[src/rtl/intc_pkg.sv]
// Shared types and defaults for the interrupt controller.
// Build option: INTC_SYNC_EN adds a 2-flop irq synchroniser.
package intc_pkg;

  typedef enum logic [1:0] {
    ST_IDLE    = 2'd0,
    ST_ACK     = 2'd1,
    ST_SERVICE = 2'd2
  } intc_state_e;

  localparam int VEC_BASE_DEF   = 'h3C0;
  localparam int VEC_STRIDE_DEF = 8;

  function automatic int intc_idw(input int n);
    return (n > 1) ? $clog2(n) : 1;
  endfunction

endpackage

[src/rtl/intc_prio_enc.sv]
// Fixed-priority encoder: lowest set index wins.
// Purely combinational; used by interrupt_ctrl.
module intc_prio_enc
  import intc_pkg::*;
#(
  parameter int NSRC = 4,
  parameter int IDW  = intc_idw(NSRC)
) (
  input  logic [NSRC-1:0] req_i,
  output logic            valid_o,
  output logic [IDW-1:0]  id_o
);

  always_comb begin
    id_o = '0;
    for (int i = NSRC - 1; i >= 0; i--) begin
      if (req_i[i]) id_o = IDW'(i);
    end
  end

  assign valid_o = |req_i;

endmodule

[src/rtl/interrupt_ctrl.sv]
// Interrupt controller: edge-latched requests, mask, priority, EOI handshake.
// Build option: INTC_SYNC_EN inserts a 2-flop synchroniser on irq.
module interrupt_ctrl
  import intc_pkg::*;
#(
  parameter int            NSRC       = 4,
  parameter int            AW         = 10,
  parameter logic [AW-1:0] VEC_BASE   = AW'(VEC_BASE_DEF),
  parameter int            VEC_STRIDE = VEC_STRIDE_DEF,
  localparam int           IDW        = intc_idw(NSRC)
) (
  input  logic            clk,
  input  logic            reset,
  input  logic [NSRC-1:0] irq,
  input  logic            mask_we,
  input  logic [NSRC-1:0] mask_d,
  input  logic            finInterrup,
  output logic            s_interrup,
  output logic [AW-1:0]   vector,
  output logic            in_service,
  output logic [IDW-1:0]  active_id,
  output logic [NSRC-1:0] pending
);

  logic [NSRC-1:0] irq_s;

`ifdef INTC_SYNC_EN
  logic [NSRC-1:0] sync1_q, sync2_q;

  always_ff @(posedge clk or posedge reset) begin
    if (reset) begin
      sync1_q <= '0;
      sync2_q <= '0;
    end else begin
      sync1_q <= irq;
      sync2_q <= sync1_q;
    end
  end

  assign irq_s = sync2_q;
`else
  assign irq_s = irq;
`endif

  intc_state_e     state_q, state_d;
  logic [NSRC-1:0] irq_q;
  logic [NSRC-1:0] mask_q, mask_dn;
  logic [NSRC-1:0] pend_q, pend_d;
  logic [NSRC-1:0] clr;
  logic [NSRC-1:0] rise;
  logic            sint_q, sint_d;
  logic            svc_q, svc_d;
  logic [AW-1:0]   vec_q, vec_d;
  logic [IDW-1:0]  id_q, id_d;
  logic            win_vld;
  logic [IDW-1:0]  win_id;

  assign rise    = irq_s & ~irq_q;
  assign mask_dn = mask_we ? mask_d : mask_q;

  intc_prio_enc #(
    .NSRC (NSRC),
    .IDW  (IDW)
  ) u_prio (
    .req_i   (pend_q & mask_q),
    .valid_o (win_vld),
    .id_o    (win_id)
  );

  always_comb begin
    state_d = state_q;
    sint_d  = 1'b0;
    svc_d   = svc_q;
    vec_d   = vec_q;
    id_d    = id_q;
    clr     = '0;
    unique case (state_q)
      ST_IDLE: begin
        if (win_vld) begin
          state_d     = ST_ACK;
          sint_d      = 1'b1;
          svc_d       = 1'b1;
          id_d        = win_id;
          vec_d       = VEC_BASE + AW'(win_id) * AW'(VEC_STRIDE);
          clr[win_id] = 1'b1;
        end
      end
      ST_ACK: state_d = ST_SERVICE;
      ST_SERVICE: begin
        if (finInterrup) begin
          state_d = ST_IDLE;
          svc_d   = 1'b0;
        end
      end
      default: begin
        state_d = ST_IDLE;
        svc_d   = 1'b0;
      end
    endcase
    // a fresh edge on the source being accepted must not be lost
    pend_d = (pend_q & ~clr) | rise;
  end

  always_ff @(posedge clk or posedge reset) begin
    if (reset) begin
      state_q <= ST_IDLE;
      irq_q   <= '0;
      mask_q  <= '0;
      pend_q  <= '0;
      sint_q  <= 1'b0;
      svc_q   <= 1'b0;
      vec_q   <= '0;
      id_q    <= '0;
    end else begin
      state_q <= state_d;
      irq_q   <= irq_s;
      mask_q  <= mask_dn;
      pend_q  <= pend_d;
      sint_q  <= sint_d;
      svc_q   <= svc_d;
      vec_q   <= vec_d;
      id_q    <= id_d;
    end
  end

  assign s_interrup = sint_q;
  assign vector     = vec_q;
  assign in_service = svc_q;
  assign active_id  = id_q;
  assign pending    = pend_q;

endmodule
[config.mk]
export PLATFORM = sky130hd
export DESIGN_NAME = interrupt_ctrl
export DESIGN_NICKNAME = d
export VERILOG_FILES = /design/src/rtl/intc_pkg.sv /design/src/rtl/intc_prio_enc.sv /design/src/rtl/interrupt_ctrl.sv
export SDC_FILE = /design/constraint.sdc
export NUM_CORES = 1
export LEC_CHECK = 0
export CORE_MARGIN = 2
export CORE_UTILIZATION = 30
export CTS_BUF_LIST = sky130_fd_sc_hd__clkbuf_4 sky130_fd_sc_hd__clkbuf_8
export DETAILED_ROUTE_END_ITERATION = 16
export HOLD_SLACK_MARGIN = 0.08
export PLACE_DENSITY = 0.67
export SLEW_MARGIN = 20
export SYNTH_ARGS = -nofsm -noshare
export SYNTH_HDL_FRONTEND = slang
export SYNTH_SLANG_ARGS = --single-unit
[constraint.sdc]
create_clock -name clk -period 1.6 [get_ports clk]
set_clock_uncertainty 0.2 [all_clocks]
set_input_delay 0.32 -clock clk [delete_from_list [all_inputs] [get_ports clk]]
set_output_delay 0.32 -clock clk [all_outputs]
set_load 0.02 [all_outputs]
Word-level counts from Yosys, hierarchy flattened --
Cells that the tools add are included. W data, S select, Z words.
Operators by class: add/sub/neg operators 1, $lt $le $gt $ge 2, equal/unequal tests 4, multiplexer cells 16, bitwise gates (word level) 7, reduce and logical (&&, ||, !) cells 6
Operators with widths (count):
- $and A4 B4 Y4 | 3
- $mux W2 | 6
- $add A7 B6 Y8 const A | 1
- $mux W4 | 2
- $not A4 Y4 | 2
- $pmux W2 S3 | 1
- $mux W1 | 5
- $or A4 B4 Y4 | 1
- $reduce_and A2 Y1 | 2
- $reduce_or A4 Y1 | 1
- $lt A2 B3 Y1 const B | 1
- $pmux W1 S3 | 1
- $reduce_and A3 Y1 | 1
- $demux W1 S2 | 1
- $eq A2 B1 Y1 const B | 1
- $eq A2 B2 Y1 const B | 1
- $ge A2 B1 Y1 const B | 1
- $logic_not A2 Y1 | 1
- $ne A2 B1 Y1 const B | 1
- $ne A2 B2 Y1 const B | 1
- $logic_and A1 B1 Y1 | 1
- $not A1 Y1 | 1
Storage, ports and cells: register bits after elaboration 28, bits of input ports 12, output and inout port bits 18, word-level logic and storage cells 44

Longest topological paths before layout --
Gate-level depths: netlist of the first run.
word-level depth 14, gate-level depth with buffers 3, mapped depth without buffers 3

Modules after synthesis --
From an unflattened synthesis of the first run, not the netlist that was laid out.
Unflattened totals: cells, all modules 73, area, all modules 818.3 µm²
Modules (own cells, without submodules):
- interrupt_ctrl | times used 1, cells an instance 66, area an instance 783.3 µm², sequential area each 475.5 µm²
- intc_prio_enc | times used 1, cells an instance 7, area an instance 35.0 µm², sequential area each 0.0 µm²

Worst setup path after synthesis of the first run --
No wires, ideal clock.
path type flip-flop to flip-flop, start register pend_q[0], in the netlist pending[0], end register vec_q[8], in the netlist vector[8], library setup time 0.124 ns, arrival 1.126 ns, required time 1.276 ns, setup slack 0.150 ns, cell stages (with the launch flop) 4, buffers on the path 0, clock period less this slack 1.450 ns, cell sequence dfrtp_1 a22o_1 o21a_1 or2_1
On the way: cells in the longest elaborated chain, start to end 3, elaborated cells on any way between the ends 5, classes of those cells add/sub: 1; mux: 1; bitwise: 1; reduce/logical: 2
RTL lines:
- from (decl) | line interrupt_ctrl.sv:48 | logic [NSRC-1:0] pend_q, pend_d;
- from (signal assigned) | line interrupt_ctrl.sv:118 | pend_q <= pend_d;
- $and A4 B4 Y4 (*) | line interrupt_ctrl.sv:65 | .req_i (pend_q & mask_q),
- $mux W2 or $reduce_or A4 Y1 (tied branches) | line intc_prio_enc.sv:17, intc_prio_enc.sv:21
- $add A7 B6 Y8 or $reduce_and A2 Y1 (tied branches)
- to (signal assigned) | line interrupt_ctrl.sv:121 | vec_q <= vec_d;
- to (decl) | line interrupt_ctrl.sv:53 | logic [AW-1:0] vec_q, vec_d;
Every way passes the cells marked *; elsewhere a longest branch is shown, timed or not. A chain may end at the register's enable or synchronous reset.

Worst setup path after layout of the first run --
start register id_q[0], in the netlist active_id[0], end output port active_id[0]
RTL lines:
- from (decl) | line interrupt_ctrl.sv:54 | logic [IDW-1:0] id_q, id_d;
- from (signal assigned) | line interrupt_ctrl.sv:122 | id_q <= id_d;
- to (decl) | line interrupt_ctrl.sv:21 | output logic [IDW-1:0] active_id,
No word-level cell between the ends.

==> results.toml, run 1 <==
[run_status]
status = "complete, no violations"

[run]
maxCapViolCount = 0

[sta]
grt_setup_unrepaired = "true"
fmax_mhz = 635
finalSetupViolCount = 0
drv_slew = 0
period_share = 0.984
fin_hold_ws_ns = 0.128
period_minus_slack_ns = 1.57
hold_viol = 0

[power]
p_per_area_nw_per_um2 = 1600
p_switching_uw = 636
p_clk_frac = 0.144
seqPwrFrac = 0.432
switching_share = 0.382
peakVddDrop_mv = 0.777
p_leak_nw = 0.483
p_int_mw = 1.03
total_power_mw = 1.66
power_frac_comb = 0.425

[floorplan]
ios = 30
initial_utilization = 0.319
dieArea_um2 = 3090
rows = 18
core_area_um2 = 2500
die_h_um = 55.5
die_w_um = 55.5

[yosys]
netlist_instances = 67
async_flop_share = 1.00
ys_warn_count = 0
synth-main-ff-cell = "dfrtp_1"
yosys.area.top_type_share = 0.597
syn_avg_cell_area_um2 = 11.9
synth-seq-cells = 19
syn_area_um2 = 797
synth_edf_count = 0
synth_cell_types = 19
ys_seq_area_frac = 0.597
synth.area.top_cells = "dfrtp_1 60%, buf_4 8.5%, mux2_2 7.1%"
yosys.area.top_type = "dfrtp_1"

[critical_path]
slowest_stage = "dfrtp_1"
cpPeakStageDelay_ns = 0.43
path_cells = "dlygate4sd2_1"
crit_fanout = 3
start_kind = "register"
crit_path_end_kind = "primary output"
path_buf_inv = 1
cp_top_family = "flip-flops"
crit_type = "register to primary output"
required_ns = 1.08
critPathArrivalTime_ns = 1.05

[global_routing]
grt_overflow = 0
grt_pass1_wl_mm = 2.38
grt_start_max_net_pins = 20
grt_pass1_vias = 522
grtUsageTotal = 0.103
antenna_found_initial = 0

[drt]
avgViaCountPerCell = 4.43
firstDrtPassIters = 2
wl_mm = 1.50
vias = 545
drt_iter0_drc = 18
drc = 0
ant_nets = 0
wl_per_cell_um = 12.2

[place]
gp_congestion = 0.694
numPortBuffers = 25
place_area_um2 = 1050
dp_hpwl_mm = 1.11

[cells_and_area]
num_antenna_cells = 0
layout-drive-gt1-share = 0.215
area_growth_pct = 30.8
fin_util = 0.417
final_area_um2 = 1040
fin_nets = 106
final.fill_count = 253

[clock_tree]
cts_resized = 14
cts_tree = "yes"
cts_root_buf = "clkbuf_4"
hold_buffers = 0
cts_buffer_depth = 2
cts_sinks = 19
clk_pin_slew_ns = 0.11
cts_max_level = 1
cts-buffers-inserted = 3
cts_setup_buffers = 0
insertion_delay_ns = 0.29

[hold_path]
hold_class = "input pin to async pin"
synth_stat cells, types with 2 or more instances:
library cell  number
nand2_1            3
o21a_1             2
inv_1              6
dfrtp_1           19
nand3_1            2
buf_4              9
a21oi_1            4
a22o_1             6
mux2_2             5
o21ai_0            2
registers in the layout (all words and copies together) (netlist names):
| name | cells |
|---|---|
| s_interrup | 1 |
| in_service | 1 |
| state_q | 2 |
| pending | 4 |
| active_id | 1 |
| irq_q | 4 |
| mask_q | 4 |
| vector | 2 |
path summary, 6_finish.rpt:
check,to,from,cells after the start,slack (ns)
max reg2reg,vector[8],pending[1],4,0.11
max in group asynchronous,mask_q[0],reset,3,0.87
min in group clk,irq_q[1],irq[1],1,0.29
min reg2reg,in_service,in_service,2,0.32
min,vector[8],reset,3,0.13
max,active_id[0],active_id[0],1,0.03
placed cells by master (no fill, tap or decap):
cell type        instances
nor2_1                   1
clkbuf_4                 3
o21a_1                   2
nor2_2                   1
clkinv_2                 1
dfrtp_1                 19
a22o_1                   6
nand3_1                  2
nand2_1                  3
a22o_2                   1
clkbuf_2                 6
clkdlybuf4s15_1          3
mux2_2                   5
o21ai_0                  2
a22oi_1                  1
inv_1                    6
conb_1                   4
or2_1                    1
clkdlybuf4s50_1         11
nand4_1                  1
a21oi_1                  4
nand2b_1                 1
buf_4                    3
and2_1                   1
dlygate4sd2_1            5
metal layers:
metal	track usage	share of wire	vias to the layer above
li1	-	-	270
met1	0.114	0.43	252
met2	0.163	0.48	21
met3	0.0445	0.080	2
met4	0.0627	0.0094	0
met5	0	0	-
power by group through the flow:
stage	clock (mW)	sequential (mW)	combinational, mW
after floorplan	0	0.840	0.351
after global placement	0	0.724	0.782
after CTS	0.252	0.719	0.720
after detailed placement	0	0.734	0.793
final	0.239	0.718	0.707
after global routing	0.280	0.740	0.772
final cells by class:
class | count | area (um^2) | share of cell area
Sequential cell | 19 | 475 | 0.456
Clock buffer | 3 | 22.5 | 0.0216
Inverter | 6 | 22.5 | 0.0216
Multi-Input combinational cell | 36 | 243 | 0.233
Timing Repair Buffer | 28 | 236 | 0.227
Tap cell | 30 | 37.5 | 0.0360
Clock inverter | 1 | 5.00 | 0.00480
per-stage QoR:
step	setup slack [ns]	TNS, ns	instances
3_3_place_gp	0.0673	0	119
4_1_cts	0.000480	0	123
3_5_place_dp	0.0515	0	119
2_1_floorplan	0.150	0	70
6_report	0.0261	0	123
5_1_grt	-0.0235	-0.0433	123
kinds of logic after synthesis:
group,after synthesis,share of synthesized area
compound gates,16,0.144
buf+inv,15,0.113
simple gates,11,0.0707
flops,19,0.597
other cells,1,0.00471
mux,5,0.0706
Power figures use the tool's default switching activity.
==> run 2, diff against run 1 <==
Settings changed: CORE_UTILIZATION 30 to 25, PLACE_DENSITY 0.67 to 0.59.
==> run 2 against run 1 <==
  * Wire length decreased by 0.73%
  * Worst hold slack barely moved
  * Utilization is 6.7 points lower
  * Clock-buffer cell count is 1 higher
  * Setup slack gained 0.0050 ns
  * Total power about the same
  * Critical path depth did not move
  * Sequential power shrank 0.7%
  * Non-clock buffer count stayed put
  * Global-route usage fell by 0.82 points
  * Combinational power shrank 2%
  * Critical endpoint is now vector[6]
==> results.toml, run 2 (synthesis gave the netlist of run 1 again) <==
[clock_tree]
cts_setup_buffers = 0
insertion_delay_ns = 0.30
clk_pin_slew_ns = 0.10
cts_max_level = 1
cts-buffers-inserted = 3
cts_buffer_depth = 2
cts_sinks = 19
cts_tree = "yes"
cts_root_buf = "clkbuf_4"

[cells_and_area]
mostFrequentLayoutCells = "19 x dfrtp_1, 11 x clkdlybuf4s50_1, 8 x dlygate4sd2_1"
fin_nets = 106
fin_util = 0.350
num_antenna_cells = 0
layout_commonest_cell = "dfrtp_1"
final_area_um2 = 1070
area_growth_pct = 34.1
layout-drive-gt1-share = 0.194

[critical_path]
slowest_stage = "dfrtp_1"
crit_path_end_kind = "primary output"
reg2reg_to = "vector[8]"
path_cells = "dlygate4sd2_1"
start_kind = "register"
required_ns = 1.08
cp_top_family = "flip-flops"
crit_fanout = 5
crit_type = "register to primary output"
reg2reg_slack_ns = 0.12
r2r_cells = 4
path_buf_inv = 1
cpPeakStageDelay_ns = 0.42
critPathArrivalTime_ns = 1.05
regToRegStartpoint = "pending[1]"

[drt]
drt_iter0_drc = 6
drc = 0
ant_nets = 0
wl_mm = 1.49
wl_per_cell_um = 10.8
avgViaCountPerCell = 4.14
firstDrtPassIters = 4
vias = 567

[place]
place_area_um2 = 1070
numPortBuffers = 25
gp_congestion = 0.709
dp_hpwl_mm = 1.12

[run_status]
status = "complete, no violations"

[power]
p_leak_nw = 0.482
peakVddDrop_mv = 0.368
total_power_mw = 1.66
p_per_area_nw_per_um2 = 1560

[sta]
period_share = 0.981
drv_slew = 0
fin_hold_ws_ns = 0.128
finalSetupViolCount = 0
period_minus_slack_ns = 1.57
fmax_mhz = 637
grt_setup_unrepaired = "true"
setup-tns-final_ns = 0
hold_viol = 0

[floorplan]
rows = 20
core_area_um2 = 3050
die_w_um = 60.5
dieArea_um2 = 3660
initial_utilization = 0.261
die_h_um = 60.5
ios = 30

[run]
maxCapViolCount = 0

[global_routing]
grtUsageTotal = 0.0951
grt_pass1_vias = 542
antenna_found_initial = 0
grt_start_max_net_pins = 20
grt_overflow = 0
grt_pass1_wl_mm = 2.50

[hold_path]
hold_class = "input pin to async pin"
==> run 2: cell count changes in the layout (fill, tap and decap cells not counted) <==
| cell | delta |
|---|---|
| dlygate4sd2_1 | +3 |
| clkdlybuf4s15_1 | -1 |
| clkbuf_2 | -2 |
| clkinv_2 | -1 |
| clkbuf_4 | +1 |
==> run 2: power breakdown <==
part / switching [mW] / total [mW] / leakage [nW] / internal [mW]
sequential: 0.0988 / 0.713 / 0.215 / 0.614
combinational: 0.388 / 0.693 / 0.249 / 0.305
clock: 0.145 / 0.259 / 0.0184 / 0.114
==> run 2: timing repair <==
action                                  CTS  global route
endpoints found under the setup margin   14             8
endpoints found under the hold margin     0             0
resized for setup                        14            10
hold buffers                              0             0
==> run 2: final cells by class <==
cell class	count	area (um^2)
Sequential cell	19	475
Clock buffer	4	30.0
Multi-Input combinational cell	36	243
Tap cell	44	55.1
Timing Repair Buffer	28	243
Fill cell	332	1980
Inverter	6	22.5
==> run 2: worst max-delay path by stage <==
| stage | from | cells after the start | slack [ns] | endpoint |
|---|---|---|---|---|
| floorplan | pending[0] | 3 | 0.15 | vector[8] |
| global placement | mask_we | 2 | 0.06 | mask_q[2] |
| detailed placement | mask_we | 2 | 0.04 | mask_q[1] |
| CTS | pending[0] | 1 | 0.004 | pending[0] |
| global route | vector[8] | 1 | -0.03 | vector[7] |
| finish | vector[8] | 1 | 0.03 | vector[6] |
==> run 2: routing by layer <==
metal,track usage,vias up,share of wire
met4,0.0559,0,0.020
met1,0.119,273,0.43
met2,0.146,25,0.46
met5,0,-,0
li1,-,266,-
met3,0.0277,3,0.090
==> run 2: per-stage QoR <==
step                      setup WS (ns)  cells
after floorplan                   0.150     70
after global placement           0.0631    133
after detailed placement         0.0409    133
after CTS                       0.00417    137
after global routing            -0.0341    137
final                            0.0311    137
==> run 3, diff against run 2 <==
Settings changed: CORE_UTILIZATION 25 to 44, PLACE_DENSITY 0.59 to 0.89.
==> run 3 against run 2 <==
  * Sequential power barely moved
  * Register-to-register slack improved by 0.03 ns
  * Worst hold slack improved by 0.018 ns
  * Total power rose by 0.48%
  * Final area fell by 1.5%
  * Maximum frequency rose by 0.44%
  * Setup slack improved by 0.0069 ns
  * Critical path type unchanged
  * Critical endpoint unchanged
  * Highest routed layer unchanged
==> results.toml, run 3 (synthesis gave the netlist of run 1 again) <==
[drt]
wl_per_cell_um = 11.7
wl_mm = 1.38
drc = 0
ant_nets = 0
firstDrtPassIters = 4
vias = 575
drt_iter0_drc = 7
avgViaCountPerCell = 4.87

[floorplan]
ios = 30
rows = 15
initial_utilization = 0.467
dieArea_um2 = 2170
die_h_um = 46.6
core_area_um2 = 1710
die_w_um = 46.6

[place]
place_area_um2 = 1040
numPortBuffers = 25
dp_hpwl_mm = 1.02
gp_congestion = 0.766

[global_routing]
grt_overflow = 0
grt_start_max_net_pins = 20
antenna_found_initial = 0
grt_pass1_wl_mm = 2.45
grt_pass1_vias = 563
grtUsageTotal = 0.164

[critical_path]
reg2reg_slack_ns = 0.15
reg2reg_to = "vector[8]"
critPathArrivalTime_ns = 1.04
path_buf_inv = 1
path_cells = "dlygate4sd2_1"
crit_path_end_kind = "primary output"
regToRegStartpoint = "pending[3]"
start_kind = "register"
cpPeakStageDelay_ns = 0.41
required_ns = 1.08
crit_fanout = 5
cp.depth = 1
cp_top_family = "flip-flops"
crit_type = "register to primary output"
slowest_stage = "dfrtp_1"
r2r_cells = 4

[cells_and_area]
fin_util = 0.616
final_area_um2 = 1050
mostFrequentLayoutCells = "19 x dfrtp_1, 11 x clkdlybuf4s50_1, 10 x dlygate4sd2_1"
fin_nets = 106
layout_commonest_cell = "dfrtp_1"
num_antenna_cells = 0
multi_input_area_um2 = 243
area_growth_pct = 32.0
final.fill_count = 144
layout-drive-gt1-share = 0.172
ff_latch_area_um2 = 475

[sta]
finalSetupViolCount = 0
setup-tns-final_ns = 0
grt_setup_unrepaired = "true"
period_share = 0.976
fmax_mhz = 640
hold_viol = 0
drv_slew = 0
period_minus_slack_ns = 1.56

[power]
switching_share = 0.376
p_int_mw = 1.04
p_switching_uw = 629
p_per_area_nw_per_um2 = 1590
power_frac_comb = 0.424
peakVddDrop_mv = 0.711
p_clk_frac = 0.150
seqPwrFrac = 0.426
p_leak_nw = 0.482

[hold_path]
hold_class = "input pin to async pin"

[clock_tree]
cts_root_buf = "clkbuf_4"
cts_buffer_depth = 2
clk_pin_slew_ns = 0.10
cts_tree = "yes"
cts_max_level = 1
insertion_delay_ns = 0.29
cts-buffers-inserted = 3
cts_sinks = 19

[run_status]
status = "complete, no violations"

[run]
maxCapViolCount = 0
## run 3: cell count changes in the layout (fill, tap and decap cells not counted)
cell,delta
dlygate4sd2_1,+2
clkbuf_2,-2
## run 3: stage by stage
step / cells / total power [mW] / setup WS (ns) / hold WS (ns)
global route: 118 / 1.80 / -0.0134 / 0.165
global placement: 114 / 1.49 / 0.0686 / 0.299
detailed placement: 114 / 1.52 / 0.0348 / 0.310
floorplan: 70 / 1.19 / 0.150 / 0.0711
finish: 118 / 1.67 / 0.0380 / 0.146
CTS: 118 / 1.69 / 0.0182 / 0.153
## run 3: worst max-delay path by stage
| stage | start | to | slack (ns) |
|---|---|---|---|
| final | vector[8] | vector[6] | 0.04 |
| after global routing | vector[8] | vector[6] | -0.01 |
| after CTS | pending[2] | pending[2] | 0.02 |
| after detailed placement | mask_we | mask_q[0] | 0.03 |
| after global placement | pending[0] | pending[0] | 0.07 |
| after floorplan | pending[0] | vector[8] | 0.15 |
## run 3: layer usage
layer | share of wire | track usage | up-vias
met5 | 0 | 0 | -
met4 | 0.028 | 0.103 | 0
met3 | 0.070 | 0.0235 | 5
met2 | 0.49 | 0.264 | 29
met1 | 0.41 | 0.206 | 272
li1 | - | - | 269
## run 3: timing repair
action | CTS | global route
hold buffers | 0 | 0
setup endpoints to repair | 14 | 7
buffers inserted | 0 | 0
resized for setup | 15 | 5
## run 3: final cells by class
class / instances / area share
Clock buffer: 4 / 0.0285
Inverter: 6 / 0.0214
Multi-Input combinational cell: 36 / 0.231
Sequential cell: 19 / 0.452
Tap cell: 25 / 0.0297
Timing Repair Buffer: 28 / 0.238
## run 3: tightest hold or removal path, stage by stage
cell and delay (ns):
clkdlybuf4s50_1 0.40, inv_1 0.06, buf_4 0.24
## run 3: power groups by stage
stage          combinational [mW]  clock [mW]  sequential [mW]
6_report                    0.710       0.250            0.713
2_1_floorplan               0.351           0            0.840
3_3_place_gp                0.775           0            0.720
3_5_place_dp                0.794           0            0.728
5_1_grt                     0.778       0.286            0.735
4_1_cts                     0.719       0.259            0.714
